$ cat src/rtl/ov7670_stream_pkg.sv
// rtl/ov7670_stream_pkg.sv - shared types and constants for the OV7670 stream generator
// Contents: frame state enum, test-pattern select codes, colour-bar RGB565 table.
`timescale 1ns/1ps
package ov7670_stream_pkg;

    typedef enum logic [2:0] {
        IDLE,
        VSYNC,
        VBP,
        ACTIVE,
        VFP
    } state_t;

    typedef enum logic [1:0] {
        PAT_BARS     = 2'd0,
        PAT_GRADIENT = 2'd1,
        PAT_SOLID    = 2'd2,
        PAT_CHECKER  = 2'd3
    } pattern_t;

    // Left-to-right bar colours: white, yellow, cyan, green, magenta, red, blue, black.
    localparam logic [15:0] BAR_COLORS [8] = '{
        16'hFFFF, 16'hFFE0, 16'h07FF, 16'h07E0,
        16'hF81F, 16'hF800, 16'h001F, 16'h0000
    };

endpackage

$ cat src/rtl/stream_pattern_gen.sv
// rtl/stream_pattern_gen.sv - combinational RGB565 test-pattern lookup for one pixel
// Ports: x/y pixel position, frame_odd frame parity, sel/solid latched pattern
// settings, rgb resulting RGB565 pixel.
`timescale 1ns/1ps
module stream_pattern_gen
    import ov7670_stream_pkg::*;
#(
    parameter int IMG_WIDTH = 160,
    parameter int X_W       = 8
) (
    input  logic [X_W-1:0] x,
    input  logic [5:0]     y,
    input  logic           frame_odd,
    input  pattern_t       sel,
    input  logic [15:0]    solid,
    output logic [15:0]    rgb
);

    logic [2:0] bar;
    logic       checker_on;

    always_comb begin
        bar        = 3'((32'(x) * 32'd8) / 32'(IMG_WIDTH));
        // Checker squares are 8x8 pixels and swap phase every frame.
        checker_on = 1'(x >> 3) ^ y[3] ^ frame_odd;
        case (sel)
            PAT_BARS:     rgb = BAR_COLORS[bar];
            PAT_GRADIENT: rgb = {5'(x), y, 5'(x)};
            PAT_SOLID:    rgb = solid;
            default:      rgb = checker_on ? 16'hFFFF : 16'h0000;
        endcase
    end

endmodule

$ cat src/rtl/ov7670_stream_gen.sv
// rtl/ov7670_stream_gen.sv - synthetic OV7670 RGB565 camera stream transmitter
// Ports: clk/reset (async, active-high), enable frame start gate, pattern_sel and
// solid_color pattern config, cam_pclk/cam_vsync/cam_href/cam_data camera bus,
// frame_done end-of-frame pulse, busy frame in progress.
`timescale 1ns/1ps
module ov7670_stream_gen
    import ov7670_stream_pkg::*;
#(
    parameter int IMG_WIDTH    = 160,
    parameter int IMG_HEIGHT   = 120,
    parameter int VSYNC_LINES  = 3,
    parameter int VBP_LINES    = 17,
    parameter int VFP_LINES    = 10,
    parameter int HBLANK_BYTES = 144
) (
    input  logic        clk,
    input  logic        reset,
    input  logic        enable,
    input  logic [1:0]  pattern_sel,
    input  logic [15:0] solid_color,
    output logic        cam_pclk,
    output logic        cam_vsync,
    output logic        cam_href,
    output logic [7:0]  cam_data,
    output logic        frame_done,
    output logic        busy
);

    localparam int LINE_BYTES = 2 * IMG_WIDTH + HBLANK_BYTES;
    localparam int BYTE_W     = $clog2(LINE_BYTES);
    localparam int MAX_A      = (VSYNC_LINES > VBP_LINES) ? VSYNC_LINES : VBP_LINES;
    localparam int MAX_B      = (IMG_HEIGHT > VFP_LINES) ? IMG_HEIGHT : VFP_LINES;
    localparam int MAX_LINES  = (MAX_A > MAX_B) ? MAX_A : MAX_B;
    localparam int LINE_W     = (MAX_LINES > 1) ? $clog2(MAX_LINES) : 1;

    state_t              state, nxt_state;
    logic [BYTE_W-1:0]   byte_cnt, nxt_byte;
    logic [LINE_W-1:0]   line_cnt, nxt_line;
    logic [7:0]          frame_cnt;
    pattern_t            lat_sel;
    logic [15:0]         lat_solid;
    logic                frame_end;
    logic                frame_start;
    logic                nxt_href;
    logic [15:0]         rgb;

    function automatic logic [LINE_W-1:0] last_line(input state_t s);
        case (s)
            VSYNC:   return LINE_W'(VSYNC_LINES - 1);
            VBP:     return LINE_W'(VBP_LINES - 1);
            ACTIVE:  return LINE_W'(IMG_HEIGHT - 1);
            default: return LINE_W'(VFP_LINES - 1);
        endcase
    endfunction

    // Position of the byte slot that begins at the next slot edge.
    always_comb begin
        nxt_state = state;
        nxt_byte  = byte_cnt;
        nxt_line  = line_cnt;
        frame_end = 1'b0;
        if (state == IDLE) begin
            if (enable) begin
                nxt_state = VSYNC;
                nxt_byte  = '0;
                nxt_line  = '0;
            end
        end else if (byte_cnt == BYTE_W'(LINE_BYTES - 1)) begin
            nxt_byte = '0;
            if (line_cnt == last_line(state)) begin
                nxt_line = '0;
                case (state)
                    VSYNC:  nxt_state = VBP;
                    VBP:    nxt_state = ACTIVE;
                    ACTIVE: nxt_state = VFP;
                    default: begin
                        frame_end = 1'b1;
                        nxt_state = enable ? VSYNC : IDLE;
                    end
                endcase
            end else begin
                nxt_line = line_cnt + LINE_W'(1);
            end
        end else begin
            nxt_byte = byte_cnt + BYTE_W'(1);
        end
        frame_start = (nxt_state == VSYNC) && ((state == IDLE) || frame_end);
        nxt_href    = (nxt_state == ACTIVE) && (nxt_byte < BYTE_W'(2 * IMG_WIDTH));
    end

    stream_pattern_gen #(
        .IMG_WIDTH (IMG_WIDTH),
        .X_W       (BYTE_W - 1)
    ) u_pattern (
        .x         (nxt_byte[BYTE_W-1:1]),
        .y         (6'(nxt_line)),
        .frame_odd (frame_cnt[0]),
        .sel       (lat_sel),
        .solid     (lat_solid),
        .rgb       (rgb)
    );

    always_ff @(posedge clk or posedge reset) begin
        if (reset) begin
            state      <= IDLE;
            byte_cnt   <= '0;
            line_cnt   <= '0;
            frame_cnt  <= '0;
            lat_sel    <= PAT_BARS;
            lat_solid  <= '0;
            cam_pclk   <= 1'b0;
            cam_vsync  <= 1'b0;
            cam_href   <= 1'b0;
            cam_data   <= '0;
            frame_done <= 1'b0;
            busy       <= 1'b0;
        end else begin
            cam_pclk   <= ~cam_pclk;
            frame_done <= 1'b0;
            // Slot edge: pclk falls, so the new byte is settled before the receiver's rising edge.
            if (cam_pclk) begin
                state     <= nxt_state;
                byte_cnt  <= nxt_byte;
                line_cnt  <= nxt_line;
                cam_vsync <= (nxt_state == VSYNC);
                cam_href  <= nxt_href;
                cam_data  <= nxt_href ? (nxt_byte[0] ? rgb[7:0] : rgb[15:8]) : 8'd0;
                busy      <= (nxt_state != IDLE);
                if (frame_end) begin
                    frame_done <= 1'b1;
                    frame_cnt  <= frame_cnt + 8'd1;
                end
                if (frame_start) begin
                    lat_sel   <= pattern_t'(pattern_sel);
                    lat_solid <= solid_color;
                end
            end
        end
    end

endmodule
$ cat config.mk
export PLATFORM = sky130hd
export DESIGN_NAME = ov7670_stream_gen
export DESIGN_NICKNAME = d
export VERILOG_FILES = /design/src/rtl/ov7670_stream_pkg.sv /design/src/rtl/stream_pattern_gen.sv /design/src/rtl/ov7670_stream_gen.sv
export SDC_FILE = /design/constraint.sdc
export NUM_CORES = 1
export LEC_CHECK = 0
export ABC_CLOCK_PERIOD_IN_PS = 4010
export CORE_ASPECT_RATIO = 1.1
export CORE_MARGIN = 3
export CORE_UTILIZATION = 29
export CTS_BUF_LIST = sky130_fd_sc_hd__clkbuf_4 sky130_fd_sc_hd__clkbuf_8
export CTS_CLUSTER_SIZE = 30
export DETAILED_ROUTE_END_ITERATION = 16
export PLACE_DENSITY = 0.51
export SLEW_MARGIN = 20
export SYNTH_ARGS = -nofsm -noshare
export SYNTH_HDL_FRONTEND = slang
export SYNTH_SLANG_ARGS = --single-unit
export TNS_END_PERCENT = 30
$ cat constraint.sdc
create_clock -name clk -period 4.01 [get_ports clk]
set_input_delay 0.401 -clock clk [delete_from_list [all_inputs] [get_ports clk]]
set_output_delay 0.401 -clock clk [all_outputs]
set_load 0.005 [all_outputs]
# ---- Word-level counts from Yosys, hierarchy flattened
# Memory sizes are Yosys's and may differ from the RTL's.
# Cells that the tools add are included.
dict set report classes {
  bitwise_logic 4
  n_reduce_logical 11
  div_mod_pow 1
  magnitude_cmp 2
  muxes 28
  add_sub_neg 3
  n_eq_ne 10
}
# op count
set op_table {}
lappend op_table {{16-bit two-way mux} 3}
lappend op_table {{16-bit one-hot mux with 3 select lines} 1}
lappend op_table {{7-bit two-way mux} 6}
lappend op_table {{11-bit by 8-bit divider with 32-bit output, second input constant} 1}
lappend op_table {{9-bit two-way mux} 3}
lappend op_table {{7-bit one-hot mux with 3 select lines} 1}
lappend op_table {{8-bit two-way mux} 2}
lappend op_table {{3-bit two-way mux} 4}
lappend op_table {{9-bit by 1-bit adder with 9-bit output, second input constant} 1}
lappend op_table {{3-bit by 2-bit == test with 1-bit output, second input constant} 3}
lappend op_table {{9-bit == test, second input constant} 1}
lappend op_table {{9-bit < comparator, second input constant} 1}
lappend op_table {{3-bit one-hot mux with 3 select lines} 1}
lappend op_table {{8-bit by 1-bit adder with 8-bit output, second input constant} 1}
lappend op_table {{7-bit by 1-bit adder with 7-bit output, second input constant} 1}
lappend op_table {{7-bit == test} 1}
lappend op_table {{1-bit two-way mux} 7}
lappend op_table {{3-bit by 1-bit == test with 1-bit output, second input constant} 2}
lappend op_table {{4-bit >= comparator, second input constant} 1}
lappend op_table {{3-bit NOT with 4-bit output} 1}
lappend op_table {{2-bit AND reduction} 2}
lappend op_table {{3-bit zero test} 1}
lappend op_table {{3-bit AND reduction} 1}
lappend op_table {{3-bit nonzero test} 1}
lappend op_table {{other kinds (10)} 12}
dict set report word_totals {
  n_memories 1
  out_inout_bits 13
  elab_cells 73
  inputBits 21
  romBits 128
  ff_bits 58
}
# memory depth width rd rd_clocked_by_memory_dff wr line_no
set mem_list {}
lappend mem_list {{(no name shown)} 8 16 1 0 0 stream_pattern_gen.sv:27} ;# PAT_BARS: rgb = BAR_COLORS[bar];

# ---- Longest topological paths before layout
dict set report depth {
  word_depth 14
  mapped_depth 19
  ltp_nobuf 16
}

# ---- Hierarchy
# A second synthesis with hierarchy kept.
dict set report hier_totals {
  hier_cells 403
  area_unflattened_um2 3890.0
}
# module instances cells_each area_per_inst_um2
set by_module_without_submodules {}
lappend by_module_without_submodules {ov7670_stream_gen 1 302 3094.2}
lappend by_module_without_submodules {stream_pattern_gen 1 101 795.8}

# ---- Least setup slack after synthesis
# Ideal clock, no wire load.
dict set report synth_timing {
  kind {flip-flop to flip-flop}
  start {register byte_cnt[0]}
  end {register cam_data[5]}
  setup_slack_ps 41
  arrival_time_ps 3892
  setup_ps 78
  required_ps 3932
  path_stages_with_launch 19
  path_cell_list {dfrtp_1 -> ha_1 -> clkbuf_2 -> and3_1 -> nand2_1 -> o41a_1 -> nor2_2 -> inv_2 -> buf_2 -> ha_1 -> nor2b_1 -> clkbuf_1 -> o31ai_1 -> a32o_1 -> a211o_1 -> a21oi_4 -> a21oi_2 -> o311a_1 -> o2bb2ai_1}
}
dict set report synth_via {
  elab_chain_len 11
}
# element line_no
set synth_rtl {}
lappend synth_rtl {{from (decl)} ov7670_stream_gen.sv:37} ;# logic [BYTE_W-1:0] byte_cnt, nxt_byte;
lappend synth_rtl {{from (signal assigned)} ov7670_stream_gen.sv:123} ;# byte_cnt <= nxt_byte;
lappend synth_rtl {{9-bit by 1-bit adder with 9-bit output or 9-bit == test (tied branches)} {ov7670_stream_gen.sv:85, ov7670_stream_gen.sv:68}}
lappend synth_rtl {{9-bit two-way mux *} ov7670_stream_gen.sv:68} ;# end else if (byte_cnt == BYTE_W'(LINE_BYTES - 1)) begin
lappend synth_rtl {{9-bit two-way mux *} ov7670_stream_gen.sv:62} ;# if (state == IDLE) begin
lappend synth_rtl {{net nxt_byte[8]} ov7670_stream_gen.sv:37}
lappend synth_rtl {{11-bit by 8-bit divider with 32-bit output} stream_pattern_gen.sv:23} ;# bar = 3'((32'(x) * 32'd8) / 32'(IMG_WIDTH));
lappend synth_rtl {{3-bit NOT with 4-bit output (implied by the code)} stream_pattern_gen.sv:27}
lappend synth_rtl {{memory read 8 x 16 bit} -}
lappend synth_rtl {{16-bit two-way mux (implied by the code) (2 in series)} stream_pattern_gen.sv:27}
lappend synth_rtl {{16-bit one-hot mux with 3 select lines} stream_pattern_gen.sv:26} ;# case (sel)
lappend synth_rtl {{8-bit two-way mux} ov7670_stream_gen.sv:127} ;# cam_data <= nxt_href ? (nxt_byte[0] ? rgb[7:0] : rgb[15:8]) : 8'd0;
lappend synth_rtl {{8-bit two-way mux *} ov7670_stream_gen.sv:127}
lappend synth_rtl {{to (signal assigned)} ov7670_stream_gen.sv:127}
lappend synth_rtl {{to (decl)} ov7670_stream_gen.sv:24} ;# output logic [7:0] cam_data,
# Mark *: on every way through the listed nets, which the timed path passes. The rest lies on a longest branch. The select of a mux whose other input is x is not followed.
# A chain may end at the register's enable or synchronous reset.

# ---- Worst setup path in the final report
dict set report layout_timing {
  start {register byte_cnt[0]}
  end {register cam_data[1]}
}
dict set report layout_via {
  elab_chain_len 11
}
# element line_no
set layout_rtl {}
lappend layout_rtl {{9-bit by 1-bit adder with 9-bit output or 9-bit == test (tied branches)} {ov7670_stream_gen.sv:85, ov7670_stream_gen.sv:68}}
lappend layout_rtl {{9-bit two-way mux} ov7670_stream_gen.sv:68}
lappend layout_rtl {{9-bit two-way mux} ov7670_stream_gen.sv:62}
lappend layout_rtl {{11-bit by 8-bit divider with 32-bit output} stream_pattern_gen.sv:23}
lappend layout_rtl {{3-bit NOT with 4-bit output (implied by the code)} stream_pattern_gen.sv:27}
lappend layout_rtl {{memory read 8 x 16 bit} -}
lappend layout_rtl {{16-bit two-way mux (implied by the code) (2 in series)} stream_pattern_gen.sv:27}
lappend layout_rtl {{16-bit one-hot mux with 3 select lines} stream_pattern_gen.sv:26}
lappend layout_rtl {{8-bit two-way mux} ov7670_stream_gen.sv:127}
lappend layout_rtl {{8-bit two-way mux *} ov7670_stream_gen.sv:127}
# Mark *: on every way between the ends. The rest lies on a longest branch, timed or not. The select of a mux whose other input is x is not followed.

==> impl_metrics.csv <==
group,metric,value,unit
synthesis,synth_enable_flop_cells,0,
power,p_leak,1.806,nW
final_layout,syn2layout_area_growth,17.89,%
setup_path,endpoint_kind,"register",
setup_path,r2r_start,"byte_cnt[0]",
synthesis,synthesis.area,3861,um^2
clock_tree,cts_max_path_buffers,2,
route,wl_per_cell,18.44,um
worst_hold_path,hold_depth,1,
floorplanning,pin_count,34,
global_route,grt_usage,16.39,%
power,p_per_area,198.6,nW/um^2
global_route,grt_pass1_wl,19.30,mm
clock_tree,clk_latency,0.32,ns
setup_path,cp.arrival,3.95,ns
global_route,grt_overflow,0,
global_route,antenna_found_initial,0,
route,drt_iter0_markers,246,
setup_path,critPathMaxFanout,7,
global_route,first_global_vias,3604,
final_layout,final_common_cell,"dfrtp_1",
outcome,status,"finished, final reports clean",
route,vias_per_cell,5.786,
setup_path,critPathKind,"reg2reg",
clock_tree,numCtsBuffers,5,
sta,period_needed,3.752,ns
route,wl,11.89,mm
placement,detailed_place_hpwl,8.658,mm
clock_tree,h-tree-depth,2,
setup_path,r2r_setup_slack,0.26,ns
worst_hold_path,min_to,"cam_vsync",
synthesis,synthArstFlopShare,100.0,%
setup_path,rr_worst_depth,15,
run,maxCapViolCount,0,
final_layout,finalNonFillerCells,645,
final_layout,antennaDiodeCount,0,
clock_tree,cts.sinks,51,
route,dr.pass1.iters,5,
floorplanning,start_util,30.15,%
sta,report.final.hold_viol_count,0,
sta,setup_tns,0,ns
setup_path,crit_path_max_incr_delay,0.44,ns
synthesis,synth_adder_area_share,1.231,%
synthesis,synth_top_family_by_area,"compound AO/OA/AOI/OAI gates",
synthesis,synth-seq-cells,51,
synthesis,yosysSeqAreaShare,33.05,%
sta,finalClockSkew,0.007352,ns
setup_path,worstPathRequired,4.21,ns
synthesis,netlist_instances,459,
synthesis,synth_xor_area_share,1.815,%
final_layout,n_fill_cell,1341,
route,num_vias,3732,
worst_hold_path,min_from,"cam_vsync",
setup_path,cpMostUsedCell,"o21ai_0",
sta,min_period_over_period,93.56,%
setup_path,reg2reg_to,"cam_data[1]",
setup_path,crit_path_start,"byte_cnt[0]",
power,vdd_drop_max,0.1452,mV
route,drc,0,
placement,gp_congestion,0.8731,
global_route,grt_max_degree,52,
floorplanning,fp.dieW,116.0,um
clock_tree,cts_root_buf,"clkbuf_8",
floorplanning,core-area,12800,um^2
clock_tree,cts_tree,"built",
setup_path,crit_slowest_cell,"o21ai_0",
placement,placed_cells,638,
sta,fmax,266.5,MHz
synthesis,synth_compound_area_share,32.31,%
placement,dp_slack,0.1536,ns
sta,relSlewSlack,34.71,%
synthesis,synth_nets,483,
final_layout,layout_common_cells,"dfrtp_1, nand2_1, o21ai_0",
final_layout,drive_above_1_share,14.96,%
sta,setup_ws,0.2583,ns
sta,rsz0062_at_grt,"false",
clock_tree,cts_hold_buffers,0,
sta,worst_pin_slew,0.9794,ns
synthesis,yosys_warnings,0,
final_layout,nets,512,
worst_hold_path,hold_class,"reg2reg",
sta,maxSlewViolCount,0,
floorplanning,die_area,14740,um^2
route,ant_nets,0,
placement,io_buffers,33,
synthesis,synthMuxAreaShare,5.509,%
floorplanning,die_h,127.0,um
sta,setup_viol_count_final,0,
synthesis,synth_cell_types,79,
synthesis,yosys_most_used_dff,"dfrtp_1",
synthesis,yosys.area_share.simple,20.29,%
setup_path,crit_chain,"buf_4 > nand4_1 > o21ai_0 > a21oi_2 > nor2_1 > nand2_1 > ha_1 > inv_1 > a2111oi_0 > o21ai_0 > a32oi_2 > a21oi_4 > a22o_1 > a31oi_4 > a21oi_1",
setup_path,startpoint_type,"register",
synthesis,syn_avg_cell_area,8.412,um^2
floorplanning,num_rows,43,
clock_tree,clkTransAtPathRegs,0.09,ns
## worst max path at each step
stage,endpoint,slack [ns],depth (start not counted)
after CTS,cam_data[1],0.17,15
after floorplan,cam_data[5],0.04,18
after detailed placement,cam_data[1],0.15,14
after global routing,cam_data[5],0.02,15
after global placement,cam_data[4],0.29,15
final,cam_data[1],0.26,15
## cell families after synthesis
| logic type | Yosys count |
|---|---|
| multiplexers | 19 |
| AND/OR/NAND/NOR | 153 |
| buffers and inverters | 49 |
| flip-flops | 51 |
| adder cells (fa/ha/maj) | 4 |
| XOR/XNOR | 8 |
| AO/OA/AOI/OAI | 175 |
## registers in the layout, summed over array words and instances, names as in the netlist, 2 cells and up
signal / cells
state: 3
line_cnt: 7
lat_solid: 16
lat_sel: 2
cam_data: 8
byte_cnt: 9
## metal layers
layer,track usage [%],vias up,part of all wire [%]
met1,22.05,1807,45
met3,2.132,12,3.8
li1,-,1819,-
met4,4.232,0,1.4
met5,0,-,0
met2,27.70,94,50
## power by group
| part | switching, mW | internal (mW) |
|---|---|---|
| clock network | 0.175 | 0.182 |
| logic | 0.0144 | 0.0185 |
| registers | 0 | 0.514 |
| total | 0.189 | 0.715 |
## critical path, delay by kind of cell (launching register included)
| family | cells | cell delay, ns |
|---|---|---|
| compound gates | 9 | 2.08 |
| simple gates | 3 | 0.47 |
| flops | 1 | 0.42 |
| fa+ha+maj | 1 | 0.38 |
| buf+inv | 2 | 0.26 |
## repair_timing
item | 4_1_cts | 5_1_grt
gates resized for setup | 0 | 7
setup buffers | 0 | 0
setup endpoints to repair | 0 | 8
## metrics by stage
step           hold slack, ns  utilization [%]  power, mW  cell area, um^2
4_1_cts                0.4975            35.23     0.9190             4511
5_1_grt                0.5234            35.55     0.9406             4552
3_5_place_dp           0.4800            34.40     0.5580             4404
3_3_place_gp           0.4709            34.40     0.5575             4404
6_report               0.4944            35.55     0.9042             4552
2_1_floorplan          0.4619                -     0.5321             3861
## cells in the mapped netlist (all sizes together), types with 3 or more instances
cell | number | area share (%)
nand2b | 5 | 0.81
a21boi | 3 | 0.58
o211ai | 4 | 0.78
nand2 | 48 | 4.7
a31oi | 10 | 2.2
a32oi | 5 | 1.1
inv | 11 | 1.1
buf | 17 | 2.7
dfrtp | 51 | 33
a211o | 3 | 0.68
and3 | 5 | 0.81
a21o | 7 | 1.4
clkbuf | 20 | 2.0
nand3 | 15 | 2.1
a211oi | 12 | 2.7
a32o | 6 | 1.6
ha | 3 | 0.97
or3 | 5 | 0.81
o31ai | 7 | 1.4
a2bb2oi | 3 | 0.68
xnor2 | 7 | 1.6
nand4 | 6 | 0.97
nor2 | 24 | 2.4
nor4 | 3 | 0.65
nor3 | 15 | 2.1
or4 | 5 | 0.97
or2 | 3 | 0.49
nor2b | 7 | 1.1
a22o | 5 | 1.1
a21oi | 34 | 4.8
o21ai | 41 | 5.5
mux2 | 18 | 5.2
o22ai | 5 | 0.81
o2bb2ai | 5 | 1.1
and2 | 4 | 0.65
a2111oi | 3 | 0.68
## final cells by class
cell class,instances,area (um^2),area share (%)
Clock inverter,2,37.54,0.8246
Timing Repair Buffer,59,525.5,11.54
Tap cell,157,196.4,4.316
Clock buffer,5,68.82,1.512
Multi-Input combinational cell,359,2401,52.75
Sequential cell,51,1277,28.06
Inverter,12,45.04,0.9896
(Power assumes the default switching activity.)
